[config.mk]
export PLATFORM = sky130hd
export DESIGN_NAME = jesd207_burst_sched_flat
export DESIGN_NICKNAME = d
export VERILOG_FILES = /design/src/rtl/jesd207_burst_sched_if.sv /design/src/rtl/jesd207_burst_sched.sv /design/src/flat_wrapper.sv
export SDC_FILE = /design/constraint.sdc
export NUM_CORES = 1
export LEC_CHECK = 0
export BUFFER_PORTS_ARGS = -buffer_cell sky130_fd_sc_hd__buf_2
export CAP_MARGIN = 40
export CORE_MARGIN = 2
export CORE_UTILIZATION = 54
export CTS_BUF_LIST = sky130_fd_sc_hd__clkbuf_2
export CTS_CLUSTER_DIAMETER = 30
export CTS_CLUSTER_SIZE = 28
export DETAILED_ROUTE_END_ITERATION = 10
export GPL_ROUTABILITY_DRIVEN = 0
export MAX_ROUTING_LAYER = met4
export PLACE_DENSITY = 0.82
export SLEW_MARGIN = 20
export SYNTH_ARGS = -nofsm -noshare
export SYNTH_HDL_FRONTEND = slang
export SYNTH_SLANG_ARGS = --single-unit
[constraint.sdc]
create_clock -name fclk -period 2.19 [get_ports fclk]
set_clock_uncertainty 0.15 [all_clocks]
set_input_delay 0.438 -clock fclk [delete_from_list [all_inputs] [get_ports fclk]]
set_output_delay 0.438 -clock fclk [all_outputs]
set_load 0.02 [all_outputs]
[src/rtl/jesd207_burst_sched_if.sv]
// jesd207_burst_sched_if
// Bundles the signals around the JESD207 burst scheduler.
//   master : host request logic plus FIFO flags (drives requests, lengths, flags)
//   slave  : the scheduler (drives TXNRX, ENABLE, FIFO enables, status pulses)
// Signals:
//   tx_req/tx_len, rx_req/rx_len : burst requests and lengths in words
//   fifo_rempty, fifo_wfull, fifo_prog_full : FIFO status flags
//   tx_nrx, jesd_en               : JESD207 TXNRX and pulse-mode ENABLE
//   fifo_rd_en, fifo_wr_en        : gated FIFO enables for TX / RX data
//   busy, done, err_underflow, err_overflow : status outputs
interface jesd207_burst_sched_if #(
  parameter int LW = 8
);
  logic          tx_req;
  logic [LW-1:0] tx_len;
  logic          rx_req;
  logic [LW-1:0] rx_len;
  logic          fifo_rempty;
  logic          fifo_wfull;
  logic          fifo_prog_full;
  logic          tx_nrx;
  logic          jesd_en;
  logic          fifo_rd_en;
  logic          fifo_wr_en;
  logic          busy;
  logic          done;
  logic          err_underflow;
  logic          err_overflow;

  modport master (
    output tx_req, tx_len, rx_req, rx_len,
    output fifo_rempty, fifo_wfull, fifo_prog_full,
    input  tx_nrx, jesd_en, fifo_rd_en, fifo_wr_en,
    input  busy, done, err_underflow, err_overflow
  );

  modport slave (
    input  tx_req, tx_len, rx_req, rx_len,
    input  fifo_rempty, fifo_wfull, fifo_prog_full,
    output tx_nrx, jesd_en, fifo_rd_en, fifo_wr_en,
    output busy, done, err_underflow, err_overflow
  );
endinterface

[src/rtl/jesd207_burst_sched.sv]
// jesd207_burst_sched
// Sequences JESD207 bursts between the baseband FIFO and the RF data port and
// round-robin arbitrates between a TX and an RX burst requester.
// Ports:
//   fclk : control clock, all state changes on the falling edge
//   rstn : asynchronous active-low reset
//   bus  : jesd207_burst_sched_if.slave (requests, FIFO flags, JESD207 pins,
//          FIFO enables, busy/done/error status)
// Burst sequence: IDLE -> SETUP -> EN_START -> LEAD -> XFER -> EN_STOP -> GUARD.
// Every output is a flop loaded from next-state logic, so the async reset drops
// ENABLE and the FIFO enables immediately.
module jesd207_burst_sched #(
  parameter int LW        = 8,
  parameter int SETUP_CYC = 2,
  parameter int LEAD_CYC  = 2,
  parameter int GUARD_CYC = 4
) (
  input  logic                 fclk,
  input  logic                 rstn,
  jesd207_burst_sched_if.slave bus
);

  localparam logic [2:0] S_IDLE     = 3'd0;
  localparam logic [2:0] S_SETUP    = 3'd1;
  localparam logic [2:0] S_EN_START = 3'd2;
  localparam logic [2:0] S_LEAD     = 3'd3;
  localparam logic [2:0] S_XFER     = 3'd4;
  localparam logic [2:0] S_EN_STOP  = 3'd5;
  localparam logic [2:0] S_GUARD    = 3'd6;

  localparam logic DIR_TX = 1'b1;
  localparam logic DIR_RX = 1'b0;

  // The grant edge itself is the TXNRX transition cycle; loading SETUP_CYC
  // (not SETUP_CYC-1) gives SETUP_CYC fully settled cycles after it before
  // the start pulse. LEAD and GUARD count their own cycles directly.
  localparam logic [7:0]    SETUP_LOAD = 8'(SETUP_CYC);
  localparam logic [7:0]    LEAD_LOAD  = 8'(LEAD_CYC - 1);
  localparam logic [7:0]    GUARD_LOAD = 8'(GUARD_CYC - 1);
  localparam logic [LW-1:0] WORD_ONE   = LW'(1);

  logic [2:0]    state_reg,      state_next;
  logic [7:0]    cyc_cnt_reg,    cyc_cnt_next;
  logic [LW-1:0] word_cnt_reg,   word_cnt_next;
  logic [LW-1:0] len_reg,        len_next;
  logic          last_grant_reg, last_grant_next;
  logic          tx_nrx_reg,     tx_nrx_next;
  logic          jesd_en_reg,    jesd_en_next;
  logic          rd_en_reg,      rd_en_next;
  logic          wr_en_reg,      wr_en_next;
  logic          busy_reg,       busy_next;
  logic          done_reg,       done_next;
  logic          err_uf_reg,     err_uf_next;
  logic          err_of_reg,     err_of_next;

  logic tx_elig;
  logic rx_elig;
  logic grant_tx;
  logic grant_rx;

  // RX eligibility uses the programmable-full flag so a burst is only started
  // with headroom; the hard full flag is the in-burst abort condition.
  assign tx_elig = bus.tx_req && (bus.tx_len != '0) && !bus.fifo_rempty;
  assign rx_elig = bus.rx_req && (bus.rx_len != '0) && !bus.fifo_prog_full;

  // On contention the side that did not win last time is granted.
  assign grant_tx = tx_elig && (!rx_elig || (last_grant_reg == DIR_RX));
  assign grant_rx = rx_elig && (!tx_elig || (last_grant_reg == DIR_TX));

  always_comb begin
    state_next      = state_reg;
    cyc_cnt_next    = cyc_cnt_reg;
    word_cnt_next   = word_cnt_reg;
    len_next        = len_reg;
    last_grant_next = last_grant_reg;
    tx_nrx_next     = tx_nrx_reg;
    jesd_en_next    = 1'b0;
    rd_en_next      = 1'b0;
    wr_en_next      = 1'b0;
    done_next       = 1'b0;
    err_uf_next     = 1'b0;
    err_of_next     = 1'b0;

    case (state_reg)
      S_IDLE: begin
        if (grant_tx) begin
          state_next      = S_SETUP;
          cyc_cnt_next    = SETUP_LOAD;
          len_next        = bus.tx_len;
          tx_nrx_next     = DIR_TX;
          last_grant_next = DIR_TX;
        end else if (grant_rx) begin
          state_next      = S_SETUP;
          cyc_cnt_next    = SETUP_LOAD;
          len_next        = bus.rx_len;
          tx_nrx_next     = DIR_RX;
          last_grant_next = DIR_RX;
        end
      end

      S_SETUP: begin
        if (cyc_cnt_reg == 8'd0) begin
          state_next   = S_EN_START;
          jesd_en_next = 1'b1;
        end else begin
          cyc_cnt_next = cyc_cnt_reg - 8'd1;
        end
      end

      S_EN_START: begin
        state_next   = S_LEAD;
        cyc_cnt_next = LEAD_LOAD;
      end

      S_LEAD: begin
        if (cyc_cnt_reg == 8'd0) begin
          state_next    = S_XFER;
          word_cnt_next = len_reg - WORD_ONE;
          rd_en_next    = tx_nrx_reg;
          wr_en_next    = !tx_nrx_reg;
        end else begin
          cyc_cnt_next = cyc_cnt_reg - 8'd1;
        end
      end

      S_XFER: begin
        // Abort is checked before the last-word test so an empty/full flag on
        // the final word still reports the error.
        if (tx_nrx_reg && bus.fifo_rempty) begin
          state_next   = S_EN_STOP;
          jesd_en_next = 1'b1;
          err_uf_next  = 1'b1;
        end else if (!tx_nrx_reg && bus.fifo_wfull) begin
          state_next   = S_EN_STOP;
          jesd_en_next = 1'b1;
          err_of_next  = 1'b1;
        end else if (word_cnt_reg == '0) begin
          state_next   = S_EN_STOP;
          jesd_en_next = 1'b1;
        end else begin
          word_cnt_next = word_cnt_reg - WORD_ONE;
          rd_en_next    = rd_en_reg;
          wr_en_next    = wr_en_reg;
        end
      end

      S_EN_STOP: begin
        state_next   = S_GUARD;
        cyc_cnt_next = GUARD_LOAD;
        done_next    = 1'b1;
      end

      S_GUARD: begin
        if (cyc_cnt_reg == 8'd0) begin
          state_next = S_IDLE;
        end else begin
          cyc_cnt_next = cyc_cnt_reg - 8'd1;
        end
      end

      default: begin
        state_next = S_IDLE;
      end
    endcase

    busy_next = (state_next != S_IDLE);
  end

  always_ff @(negedge fclk or negedge rstn) begin
    if (!rstn) begin
      state_reg      <= S_IDLE;
      cyc_cnt_reg    <= 8'd0;
      word_cnt_reg   <= '0;
      len_reg        <= '0;
      last_grant_reg <= DIR_RX;
      tx_nrx_reg     <= 1'b1;
      jesd_en_reg    <= 1'b0;
      rd_en_reg      <= 1'b0;
      wr_en_reg      <= 1'b0;
      busy_reg       <= 1'b0;
      done_reg       <= 1'b0;
      err_uf_reg     <= 1'b0;
      err_of_reg     <= 1'b0;
    end else begin
      state_reg      <= state_next;
      cyc_cnt_reg    <= cyc_cnt_next;
      word_cnt_reg   <= word_cnt_next;
      len_reg        <= len_next;
      last_grant_reg <= last_grant_next;
      tx_nrx_reg     <= tx_nrx_next;
      jesd_en_reg    <= jesd_en_next;
      rd_en_reg      <= rd_en_next;
      wr_en_reg      <= wr_en_next;
      busy_reg       <= busy_next;
      done_reg       <= done_next;
      err_uf_reg     <= err_uf_next;
      err_of_reg     <= err_of_next;
    end
  end

  assign bus.tx_nrx        = tx_nrx_reg;
  assign bus.jesd_en       = jesd_en_reg;
  assign bus.fifo_rd_en    = rd_en_reg;
  assign bus.fifo_wr_en    = wr_en_reg;
  assign bus.busy          = busy_reg;
  assign bus.done          = done_reg;
  assign bus.err_underflow = err_uf_reg;
  assign bus.err_overflow  = err_of_reg;

endmodule

[src/flat_wrapper.sv]
// flat-port wrapper written by rule: the top's interface ports become plain ports
module jesd207_burst_sched_flat 
#(
  parameter int LW        = 8,
  parameter int SETUP_CYC = 2,
  parameter int LEAD_CYC  = 2,
  parameter int GUARD_CYC = 4
)
  (fclk, rstn, bus_tx_req, bus_tx_len, bus_rx_req, bus_rx_len, bus_fifo_rempty, bus_fifo_wfull, bus_fifo_prog_full, bus_tx_nrx, bus_jesd_en, bus_fifo_rd_en, bus_fifo_wr_en, bus_busy, bus_done, bus_err_underflow, bus_err_overflow);
  jesd207_burst_sched_if #(.LW(LW)) bus_i ();
  input  logic fclk;
  input  logic rstn;
  input wire logic [$bits(bus_i.tx_req)-1:0] bus_tx_req;
  input wire logic [$bits(bus_i.tx_len)-1:0] bus_tx_len;
  input wire logic [$bits(bus_i.rx_req)-1:0] bus_rx_req;
  input wire logic [$bits(bus_i.rx_len)-1:0] bus_rx_len;
  input wire logic [$bits(bus_i.fifo_rempty)-1:0] bus_fifo_rempty;
  input wire logic [$bits(bus_i.fifo_wfull)-1:0] bus_fifo_wfull;
  input wire logic [$bits(bus_i.fifo_prog_full)-1:0] bus_fifo_prog_full;
  output wire logic [$bits(bus_i.tx_nrx)-1:0] bus_tx_nrx;
  output wire logic [$bits(bus_i.jesd_en)-1:0] bus_jesd_en;
  output wire logic [$bits(bus_i.fifo_rd_en)-1:0] bus_fifo_rd_en;
  output wire logic [$bits(bus_i.fifo_wr_en)-1:0] bus_fifo_wr_en;
  output wire logic [$bits(bus_i.busy)-1:0] bus_busy;
  output wire logic [$bits(bus_i.done)-1:0] bus_done;
  output wire logic [$bits(bus_i.err_underflow)-1:0] bus_err_underflow;
  output wire logic [$bits(bus_i.err_overflow)-1:0] bus_err_overflow;
  assign bus_i.tx_req = bus_tx_req;
  assign bus_i.tx_len = bus_tx_len;
  assign bus_i.rx_req = bus_rx_req;
  assign bus_i.rx_len = bus_rx_len;
  assign bus_i.fifo_rempty = bus_fifo_rempty;
  assign bus_i.fifo_wfull = bus_fifo_wfull;
  assign bus_i.fifo_prog_full = bus_fifo_prog_full;
  assign bus_tx_nrx = bus_i.tx_nrx;
  assign bus_jesd_en = bus_i.jesd_en;
  assign bus_fifo_rd_en = bus_i.fifo_rd_en;
  assign bus_fifo_wr_en = bus_i.fifo_wr_en;
  assign bus_busy = bus_i.busy;
  assign bus_done = bus_i.done;
  assign bus_err_underflow = bus_i.err_underflow;
  assign bus_err_overflow = bus_i.err_overflow;
  jesd207_burst_sched #(.LW(LW), .SETUP_CYC(SETUP_CYC), .LEAD_CYC(LEAD_CYC), .GUARD_CYC(GUARD_CYC)) u_core (.fclk(fclk), .rstn(rstn), .bus(bus_i));
endmodule
# Word level (Yosys, flattened, before mapping)
# Index checks and enable logic that the tools add are counted.
dict set report totals {
  reg_bits 36
  word_cells 98
}
dict set report op_classes {
  add_sub_neg 3
  eq_ne 13
  muxes 40
  bitwise 1
  reduce_logical 28
}
# operator n
set ops {}
lappend ops {{8-bit two-way mux} 9}
lappend ops {{8-bit case mux with 4 select lines} 1}
lappend ops {{3-bit two-way mux} 8}
lappend ops {{8-bit by 1-bit subtractor with 8-bit output (second input constant)} 3}
lappend ops {{3-bit case mux with 7 select lines} 1}
lappend ops {{1-bit two-way mux} 17}
lappend ops {{8-bit zero test} 2}
lappend ops {{8-bit case mux with 2 select lines} 1}
lappend ops {{8-bit nonzero test} 2}
lappend ops {{3-bit equality test (second input constant)} 3}
lappend ops {{1-bit logical AND} 8}
lappend ops {{2-bit inequality test (second input constant)} 4}
lappend ops {{3-bit by 2-bit equality test with 1-bit output (second input constant)} 2}
lappend ops {{1-bit case mux with 2 select lines} 3}
lappend ops {{1-bit zero test} 5}
lappend ops {{5-bit AND reduction} 1}
lappend ops {{4-bit by 1-bit inequality test with 1-bit output (second input constant)} 1}
lappend ops {{2-bit nonzero test} 2}
lappend ops {{4-bit nonzero test} 1}
lappend ops {{3-bit by 1-bit equality test with 1-bit output (second input constant)} 1}
lappend ops {{3-bit zero test} 1}
lappend ops {{3-bit by 1-bit inequality test with 1-bit output (second input constant)} 1}
lappend ops {{3-bit AND reduction} 1}
lappend ops {{3-bit nonzero test} 1}
lappend ops {{other kinds (5)} 6}

# Logic depth before layout (Yosys ltp)
# Gate-level depths: netlist (run 1).
dict set report logic_depth {
  word_depth 10
  depth_mapped 9
}

==> out/results.txt, run 1 <==
syn_nets - 255
number of buffers added on ports - 30
max_cap viols - 0
Ports - 31
Overall Global Routing Usage - 29.9%
Peak VDD IR - 686 uV
endpoints failing setup - 39
crit-path max FO - 6
DR WL/cell - 18.9 microns
Post-Syn Area per Cell - 9.68 sq um
DRT antenna net count - 0
internal power - 1.99 mW
Layout Nets - 329
Post-CTS Hold Fix Bufs - 0
post-synth top area cell - dfrtn_1
Unique masters post-synth - 59
CP Class - in -> reg
global-route wire length before repair - 9880 microns
Total Power - 3.53 mW
n_diodes - 0
row count - 23
Comb pwr share - 56.2%
CTS tree - done
Clk Latency, worst-skew pair - 0.40 ns
clock power share - 8.8%
ranking of synthesized cells by area - dfrtn_1 (40%), o221a_2 (4.1%), nand2b_1 (3.4%), nand2_1 (2.9%), mux2i_1 (2.7%)
drt drc - 0
Final Max Slew Viols - 0
Starting Density - 55.8%
initial antenna violation count - 0
Top FF cell, synth - dfrtn_1
DRT Wirelength - 6680 microns
Yosys Warn Count - 0
sequential share of power - 35.1%
Max clock buf depth - 2
total vias in the final route - 2237
CP Launch Type - input pin
failing checks - negative setup slack
endpoints failing hold - 0
DP Wirelength - 4040 microns
setup slack, reg-to-reg - -0.34 ns
flops & latches, synth - 36
crit end category - flip-flop
RSZ-0062 raised after global routing - true
most common cell in the netlist - dfrtn_1
Switching Share - 43.5%
FFs w/ async S/R, synth - 100%
DRT Pass-1 Iters - 5
CP Data Arrival Time - 1.71 ns
actual slew at the worst max-slew pin - 1.01 ns
Die W - 68.1 microns
final setup margin - -0.564 ns
Psw - 1.53 mW
most instantiated cells after synthesis - dfrtn_1 (35), nand2_1 (17), inv_1 (12), nand2b_1 (12)
largest net degree at the start of global routing - 15
layout cells sized above 1 - 45.7%
Area growth syn-to-layout - 45.0%
Syn Inst Count - 229
Post-Syn Area - 2220 sq um
status - finished with violations
post-synth top area share - 39.5%
clk slew on worst S/H paths - 0.14 ns
GRT Residual Overflow - 0
die area - 4630 sq um
WP data required - 1.15 ns
Vert. Die Dim - 68.1 microns
min-delay worst type - reg -> reg
Seq/Total Area, Yosys - 40.7%
number of flops mapped to enable cells by yosys - 0
pre-CTS setup slack - -0.930 ns
Root Driver - clkbuf_2
Via density - 6.32
Core ar. - 3970 sq um
vias in the first global route - 2028
Worst slew margin - 32.1%
H-tree depth - 2
Static Leak - 1.39 nW
Power Density - 1100 nW/um^2
Sink Count - 36
CTS Buf Count - 5
Starting DRT DRC Count - 250
-- power by group through the flow --
stage / combinational (mW) / clock, mW / sequential (mW)
after floorplan: 1.08 / 0.00571 / 1.22
after global placement: 1.50 / 0.00571 / 1.22
after detailed placement: 1.55 / 0.00571 / 1.22
after CTS: 1.76 / 0.306 / 1.22
after global routing: 2.13 / 0.347 / 1.28
final: 1.98 / 0.309 / 1.24
-- cell families (layout without fill, tap and decap cells) --
logic type | after synthesis | after routing | synth area share [%]
AOI/OAI and AO/OA | 76 | 77 | 25.7
xor gates and xnor gates | 3 | 3 | 1.19
adders and majority gates | 3 | 3 | 1.69
buffers and inverters | 23 | 96 | 5.47
DFF | 36 | 36 | 40.7
muxes | 7 | 7 | 3.22
and+or+nand+nor | 81 | 82 | 22.1
-- final cells by class --
class	count	area, sq um
inverter	11	41.3
tap	50	62.6
sequential	36	902
clock inverter	4	17.5
clock buffer	5	25.0
timing repair buffer	76	638
multi-input combinational	172	1530
fill	208	756
-- stage by stage --
| step | cells | area, sq um | hold slack, ns | setup TNS, ns | util, % |
|---|---|---|---|---|---|
| floorplan | 229 | 2300 | 0.275 | -16.03 | - |
| global placement | 333 | 2700 | 0.278 | -23.35 | 67.9 |
| detailed placement | 333 | 2700 | 0.299 | -24.52 | 67.9 |
| CTS | 352 | 3090 | 0.317 | -13.10 | 77.8 |
| global route | 354 | 3220 | 0.349 | -15.20 | 81.0 |
| finish | 354 | 3220 | 0.314 | -14.57 | 81.0 |
-- routing by layer --
metal  track usage, %  wire length, microns  vias to the layer above
li1                 -                     -                     1020
met1             38.7                  2550                     1072
met2             47.1                  3390                      122
met3             6.09                   538                       23
met4             10.0                   199                        0
met5                -                     0                        -
-- critical path: stages --
cell      delay [ns]
buf_6           0.10
nor4_4          0.33
a21oi_4         0.15
o21ai_4         0.23
buf_6           0.16
nand2b_1        0.14
o221a_4         0.16
-- cell usage in the layout, fill, tap and decap left out, types with 2 or more instances in the layout --
master / Yosys / final
buf_4: 0 / 38
dfrtn_1: 35 / 35
buf_6: 2 / 18
buf_2: 7 / 15
nand2_1: 17 / 13
inv_1: 12 / 12
nand2b_1: 12 / 10
nor2_1: 11 / 10
o21ai_0: 11 / 8
a21oi_1: 10 / 8
o221a_4: 0 / 8
o21ai_2: 0 / 7
nor4_4: 1 / 6
nor3_1: 6 / 6
o21ai_1: 11 / 6
mux2i_1: 6 / 5
o211ai_1: 5 / 5
nor4_1: 9 / 5
a31oi_1: 5 / 5
clkbuf_2: 0 / 5
buf_8: 1 / 5
nand2_2: 0 / 4
or3_1: 3 / 3
ha_1: 3 / 3
nand2b_4: 0 / 2
a21oi_4: 0 / 2
nand3_4: 0 / 2
nor3b_1: 2 / 2
a32o_1: 2 / 2
a21oi_2: 2 / 2
o211a_1: 2 / 2
nand3_1: 4 / 2
o21a_1: 3 / 2
nand4_1: 2 / 2
o21a_4: 0 / 2
o21bai_1: 2 / 2
or3_4: 2 / 2
xnor2_1: 2 / 2
o22a_1: 2 / 2
-- worst paths after layout --
path                       cells past startpoint                                  to                                from
setup / recovery                               7       u_core.len_reg[7]$_DFFE_NN0P_                       bus_tx_len[0]
hold / removal                                 2  u_core.word_cnt_reg[7]$_DFFE_NN0P_  u_core.word_cnt_reg[7]$_DFFE_NN0P_
setup reg to reg                               6       u_core.len_reg[7]$_DFFE_NN0P_       u_core.state_reg[2]$_DFF_NN0_
hold reg to reg                                2  u_core.word_cnt_reg[7]$_DFFE_NN0P_  u_core.word_cnt_reg[7]$_DFFE_NN0P_
max in group asynchronous                      2   u_core.cyc_cnt_reg[5]$_DFFE_NN0P_                                rstn
min in group asynchronous                      2  u_core.word_cnt_reg[6]$_DFFE_NN0P_                                rstn
-- what timing repair did --
| item | CTS | global route |
|---|---|---|
| setup buffers | 9 | 3 |
| pin swaps | 21 | 8 |
| setup endpoints to repair | 39 | 39 |
| resized for setup | 64 | 19 |
| gates cloned | 2 | 0 |
Note: power is estimated with default switching activity, not from simulation.
==> run 2, diff against run 1 <==
--- a/config.mk
+++ b/config.mk
@@ -16,6 +16,7 @@
 export GPL_ROUTABILITY_DRIVEN = 0
 export MAX_ROUTING_LAYER = met4
 export PLACE_DENSITY = 0.82
+export REMOVE_ABC_BUFFERS = 1
 export SLEW_MARGIN = 20
 export SYNTH_ARGS = -nofsm -noshare
 export SYNTH_HDL_FRONTEND = slang
==> run 2 against run 1 <==
Effect of this change:
- the flow still finishes with violations (negative setup slack)
- register-to-register slack improved by 0.16 ns
- final cell count rose by 4.0%
- wire length rose by 26%
- flip-flop and latch count did not move
- worst setup slack got worse by 0.11 ns
- sequential power rose by 3%
- sequential share of layout area fell by 1.2 points
- critical path depth rose by 1
- critical endpoint is now u_core.len_reg[6]$_DFFE_NN0P_
==> out/results.txt, run 2 (synthesis gave the netlist of run 1 again) <==
status - finished with violations
failing checks - negative setup slack
CTS tree - done
Die W - 68.1 microns
vias in the first global route - 2238
min-delay worst type - reg -> reg
initial antenna violation count - 0
Layout Nets - 343
global-route wire length before repair - 10900 microns
RSZ-0062 raised after global routing - true
max_cap viols - 0
layout cells sized above 1 - 48.7%
Core ar. - 3970 sq um
DP Wirelength - 4100 microns
Power Density - 1100 nW/um^2
Static Leak - 1.51 nW
DRT antenna net count - 0
Via density - 6.76
die area - 4630 sq um
commonest cells after routing, fill and taps aside - buf_4 (43), dfrtn_1 (35), buf_6 (34), nand2_1 (13), inv_1 (13)
Final Non-Filler Cells - 368
WP data required - 1.15 ns
crit-path max FO - 8
largest net degree at the start of global routing - 20
Max clock buf depth - 2
Sink Count - 36
Vert. Die Dim - 68.1 microns
DRT Wirelength - 8390 microns
Hold Path Origin - u_core.bus.fifo_wr_en$_DFFE_NN0P_
GRT Residual Overflow - 0
Hold Path Cell Cnt - 2
Starting Density - 55.8%
R2R cell count - 7
CTS Buf Count - 5
H-tree depth - 2
drt drc - 0
DRT Pass-1 Iters - 5
design area - 3350 sq um
CP Launch Type - input pin
actual slew at the worst max-slew pin - 0.531 ns
reg2reg start - u_core.cyc_cnt_reg[0]$_DFFE_NN0P_
Critical Path Start - bus_rx_len[5]
endpoints failing setup - 39
Final Max Slew Viols - 0
total vias in the final route - 2488
Area growth syn-to-layout - 51.2%
final setup margin - -0.678 ns
Root Driver - clkbuf_2
Clk Latency, worst-skew pair - 0.42 ns
endpoints failing hold - 0
dpl cells - 345
n_diodes - 0
Overall Global Routing Usage - 33.6%
CP Class - in -> reg
crit end category - flip-flop
Post-CTS Hold Fix Bufs - 0
Peak VDD IR - 762 uV
number of buffers added on ports - 30
Placed Instance Area - 2720 sq um
Ports - 31
Worst slew margin - 64.3%
commonest non-fill, non-tap cell in the layout - buf_4
DR WL/cell - 22.8 microns
post-layout util - 84.4%
Starting DRT DRC Count - 243
clk slew on worst S/H paths - 0.12 ns
row count - 23
Total Power - 3.68 mW
CP Data Arrival Time - 1.83 ns
==> run 2: final timing paths <==
kind,end,slack (ns)
max in group asynchronous,u_core.len_reg[0]$_DFFE_NN0P_,0.76
hold / removal,u_core.bus.fifo_wr_en$_DFFE_NN0P_,0.32
setup / recovery,u_core.len_reg[6]$_DFFE_NN0P_,-0.68
hold reg to reg,u_core.bus.fifo_wr_en$_DFFE_NN0P_,0.32
min in group asynchronous,u_core.cyc_cnt_reg[2]$_DFFE_NN0P_,0.82
setup reg to reg,u_core.cyc_cnt_reg[5]$_DFFE_NN0P_,-0.18
==> run 2: through the flow <==
step           worst slack [ns]  hold slack [ns]  setup TNS, ns
6_report                 -0.678            0.321         -19.19
5_1_grt                  -0.706            0.342         -20.29
4_1_cts                  -0.562            0.301         -14.89
3_5_place_dp              -1.07            0.279         -27.89
3_3_place_gp              -1.01            0.272         -26.14
2_1_floorplan            -0.828            0.276         -18.47
==> run 2: power breakdown <==
part	leakage (nW)	total [mW]	internal (mW)	switching (mW)
Combinational	1.03	2.09	0.993	1.10
Sequential	0.436	1.28	0.953	0.323
Clock	0.0410	0.310	0.0716	0.239
==> run 2: layout make-up <==
type	count	area [sq um]
Multi-Input combinational cell	170	1480
Sequential cell	36	902
Timing Repair Buffer	92	826
Fill cell	186	618
Tap cell	50	62.6
Inverter	11	41.3
Clock buffer	5	25.0
Clock inverter	4	15.0
==> run 2: worst max-delay path, stage by stage <==
cell and delay, ns:
buf_8 0.10, nor4_4 0.37, a21oi_4 0.14, buf_6 0.14, o21ai_4 0.19, buf_6 0.20, nand2b_1 0.10, o221a_4 0.13
==> run 2: repair_timing <==
action,4_1_cts,5_1_grt
buffers inserted,8,10
gates cloned,0,0
pin swaps,26,14
resized for setup,82,28
setup endpoints to repair,39,39
==> run 2: layer usage <==
layer | vias to the layer above | routed length [microns] | track usage, %
li1 | 1038 | - | -
met5 | - | 0 | -
met1 | 1183 | 2980 | 40.4
met2 | 208 | 4180 | 55.5
met4 | 0 | 483 | 13.5
met3 | 59 | 747 | 6.25
==> run 3, diff against run 2 <==
--- a/config.mk
+++ b/config.mk
@@ -8,16 +8,15 @@
 export BUFFER_PORTS_ARGS = -buffer_cell sky130_fd_sc_hd__buf_2
 export CAP_MARGIN = 40
 export CORE_MARGIN = 2
-export CORE_UTILIZATION = 54
+export CORE_UTILIZATION = 30
 export CTS_BUF_LIST = sky130_fd_sc_hd__clkbuf_2
 export CTS_CLUSTER_DIAMETER = 30
 export CTS_CLUSTER_SIZE = 28
 export DETAILED_ROUTE_END_ITERATION = 10
 export GPL_ROUTABILITY_DRIVEN = 0
 export MAX_ROUTING_LAYER = met4
-export PLACE_DENSITY = 0.82
+export PLACE_DENSITY = 0.52
 export REMOVE_ABC_BUFFERS = 1
-export SLEW_MARGIN = 20
 export SYNTH_ARGS = -nofsm -noshare
 export SYNTH_HDL_FRONTEND = slang
 export SYNTH_SLANG_ARGS = --single-unit
==> constraint.sdc (replaced) <==
create_clock -name fclk -period 2.19 [get_ports fclk]
set_clock_uncertainty 0.15 [all_clocks]
set_input_delay 0.3285 -clock fclk [delete_from_list [all_inputs] [get_ports fclk]]
set_output_delay 0.3285 -clock fclk [all_outputs]
set_load 0.02 [all_outputs]
==> run 3 against run 2 <==
Effect of this change:
- the run still ends with negative setup slack left
- worst setup slack better by 0.24 ns
- clock power up 5%
- die area up 75%
- sequential share of layout area decreased by 1.4 points
- first-iteration DRC count shrank 64%
- critical path depth decreased by 7
- non-clock buffer count unchanged
- sequential power hardly changed
- critical path type is now reg -> out
- largest cell class unchanged
- largest power group unchanged
==> out/results.txt, run 3 (synthesis gave the netlist of run 1 again) <==
Slowest Stage Delay on Critical Path - 0.54 ns
Max clock buf depth - 2
Final Max Slew Viols - 0
CP bufs+invs - 1
endpoints failing setup - 38
DRT antenna net count - 0
RSZ-0062 raised after global routing - true
DR WL/cell - 16.0 microns
global-route wire length before repair - 11100 microns
Ports - 31
worst path cell trace - buf_6
Overall Global Routing Usage - 17.5%
Clk Latency, worst-skew pair - 0.40 ns
initial antenna violation count - 0
Final Non-Filler Cells - 418
Static Leak - 1.55 nW
reg2reg start - u_core.cyc_cnt_reg[0]$_DFFE_NN0P_
WP data required - 1.71 ns
DRT Wirelength - 6690 microns
number of buffers added on ports - 30
Die W - 90.0 microns
failing checks - negative setup slack
Worst slew margin - 41.3%
GRT Residual Overflow - 0
CP Class - reg -> out
Peak VDD IR - 434 uV
dpl cells - 397
Post-CTS Hold Fix Bufs - 0
Placed Instance Area - 2820 sq um
CP Launch Type - flip-flop
Area growth syn-to-layout - 59.5%
Starting DRT DRC Count - 88
min-delay worst type - reg -> reg
drt drc - 0
total vias in the final route - 2216
Sink Count - 36
Root Driver - clkbuf_2
Endpoint, Worst Hold - u_core.word_cnt_reg[7]$_DFFE_NN0P_
crit end category - primary output
Hold Path Cell Cnt - 2
Vert. Die Dim - 90.0 microns
DP Wirelength - 4420 microns
Hold Path Origin - u_core.word_cnt_reg[7]$_DFFE_NN0P_
endpoints failing hold - 0
n_diodes - 0
final setup margin - -0.437 ns
Core ar. - 7210 sq um
Power Density - 1050 nW/um^2
H-tree depth - 2
CTS tree - done
status - finished with violations
vias in the first global route - 2205
actual slew at the worst max-slew pin - 0.874 ns
layout cells sized above 1 - 52.7%
R2R cell count - 9
row count - 31
die area - 8090 sq um
setup slack, reg-to-reg - -0.12 ns
design area - 3540 sq um
Layout Nets - 344
max_cap viols - 0
commonest cells after routing, fill and taps aside - buf_4 (41), buf_6 (36), dfrtn_1 (35), inv_1 (12), nand2_1 (11)
crit-path max FO - 2
Via density - 5.30
DRT Pass-1 Iters - 4
Worst R2R End - u_core.cyc_cnt_reg[5]$_DFFE_NN0P_
commonest non-fill, non-tap cell in the layout - buf_4
Starting Density - 30.7%
largest net degree at the start of global routing - 18
# fillers - 658
CP Data Arrival Time - 2.15 ns
clk slew on worst S/H paths - 0.13 ns
CTS Buf Count - 5
slowest cell on the critical path - dfstp_2
cell family with most CP delay - flip-flops
[run 3: changes by cell type in the layout (fill, tap and decap cells not counted), moves of 3 or more]
| cell | previous run | this run |
|---|---|---|
| o21ai_1 | 9 | 3 |
| o221a_4 | 4 | 8 |
| nand2b_1 | 6 | 3 |
| o21ai_2 | 4 | 10 |
| nand2b_4 | 6 | 9 |
| o221a_2 | 4 | 0 |
| nand2_2 | 3 | 6 |
[run 3: cell type report]
class	instances	area (sq um)	area share, %
multi-input cells	171	1580	44.7
flip-flops and latches	36	902	25.5
repair buffers	92	848	24.0
well taps	99	124	3.50
inverters	11	41.3	1.17
clock buffers	6	30.0	0.849
clock inverters	3	11.3	0.318
[run 3: metal layers]
metal / global-route usage [%] / up-vias / wire length, microns
li1: - / 1054 / -
met4: 5.00 / 0 / 59
met2: 27.5 / 65 / 3310
met1: 23.7 / 1089 / 3040
met5: - / - / 0
met3: 2.77 / 8 / 283
[run 3: power by group]
part / total (mW) / internal [mW] / switching (mW)
clock network: 0.324 / 0.0814 / 0.242
registers: 1.25 / 0.953 / 0.294
logic: 2.14 / 1.13 / 1.01
total: 3.71 / 2.17 / 1.54
[run 3: worst max-delay path by stage]
stage | endpoint | cells past startpoint | start | slack [ns]
floorplan | u_core.cyc_cnt_reg[0]$_DFFE_NN0P_ | 5 | bus_tx_len[1] | -0.72
global placement | u_core.len_reg[1]$_DFFE_NN0P_ | 7 | bus_tx_len[1] | -0.91
detailed placement | u_core.cyc_cnt_reg[0]$_DFFE_NN0P_ | 8 | bus_rx_len[1] | -0.95
CTS | bus_tx_nrx | 1 | u_core.bus.tx_nrx$_DFFE_NN1P_ | -0.46
global route | bus_tx_nrx | 1 | u_core.bus.tx_nrx$_DFFE_NN1P_ | -0.53
finish | bus_tx_nrx | 1 | u_core.bus.tx_nrx$_DFFE_NN1P_ | -0.44
[run 3: repair_timing]
item / 4_1_cts / 5_1_grt
setup endpoints to repair: 39 / 38
pin swaps: 34 / 14
buffers inserted: 9 / 7
gates resized for setup: 91 / 34
gates cloned: 2 / 0
[run 3: stage by stage]
step	power [mW]	setup slack [ns]	hold WS [ns]	utilization (%)	setup TNS, ns
3_5_place_dp	2.86	-0.945	0.301	39.0	-23.70
3_3_place_gp	2.84	-0.905	0.286	39.0	-23.14
5_1_grt	3.99	-0.526	0.348	49.0	-11.14
6_report	3.71	-0.437	0.312	49.0	-10.51
2_1_floorplan	2.24	-0.719	0.276	-	-15.18
4_1_cts	3.46	-0.460	0.306	46.3	-10.42
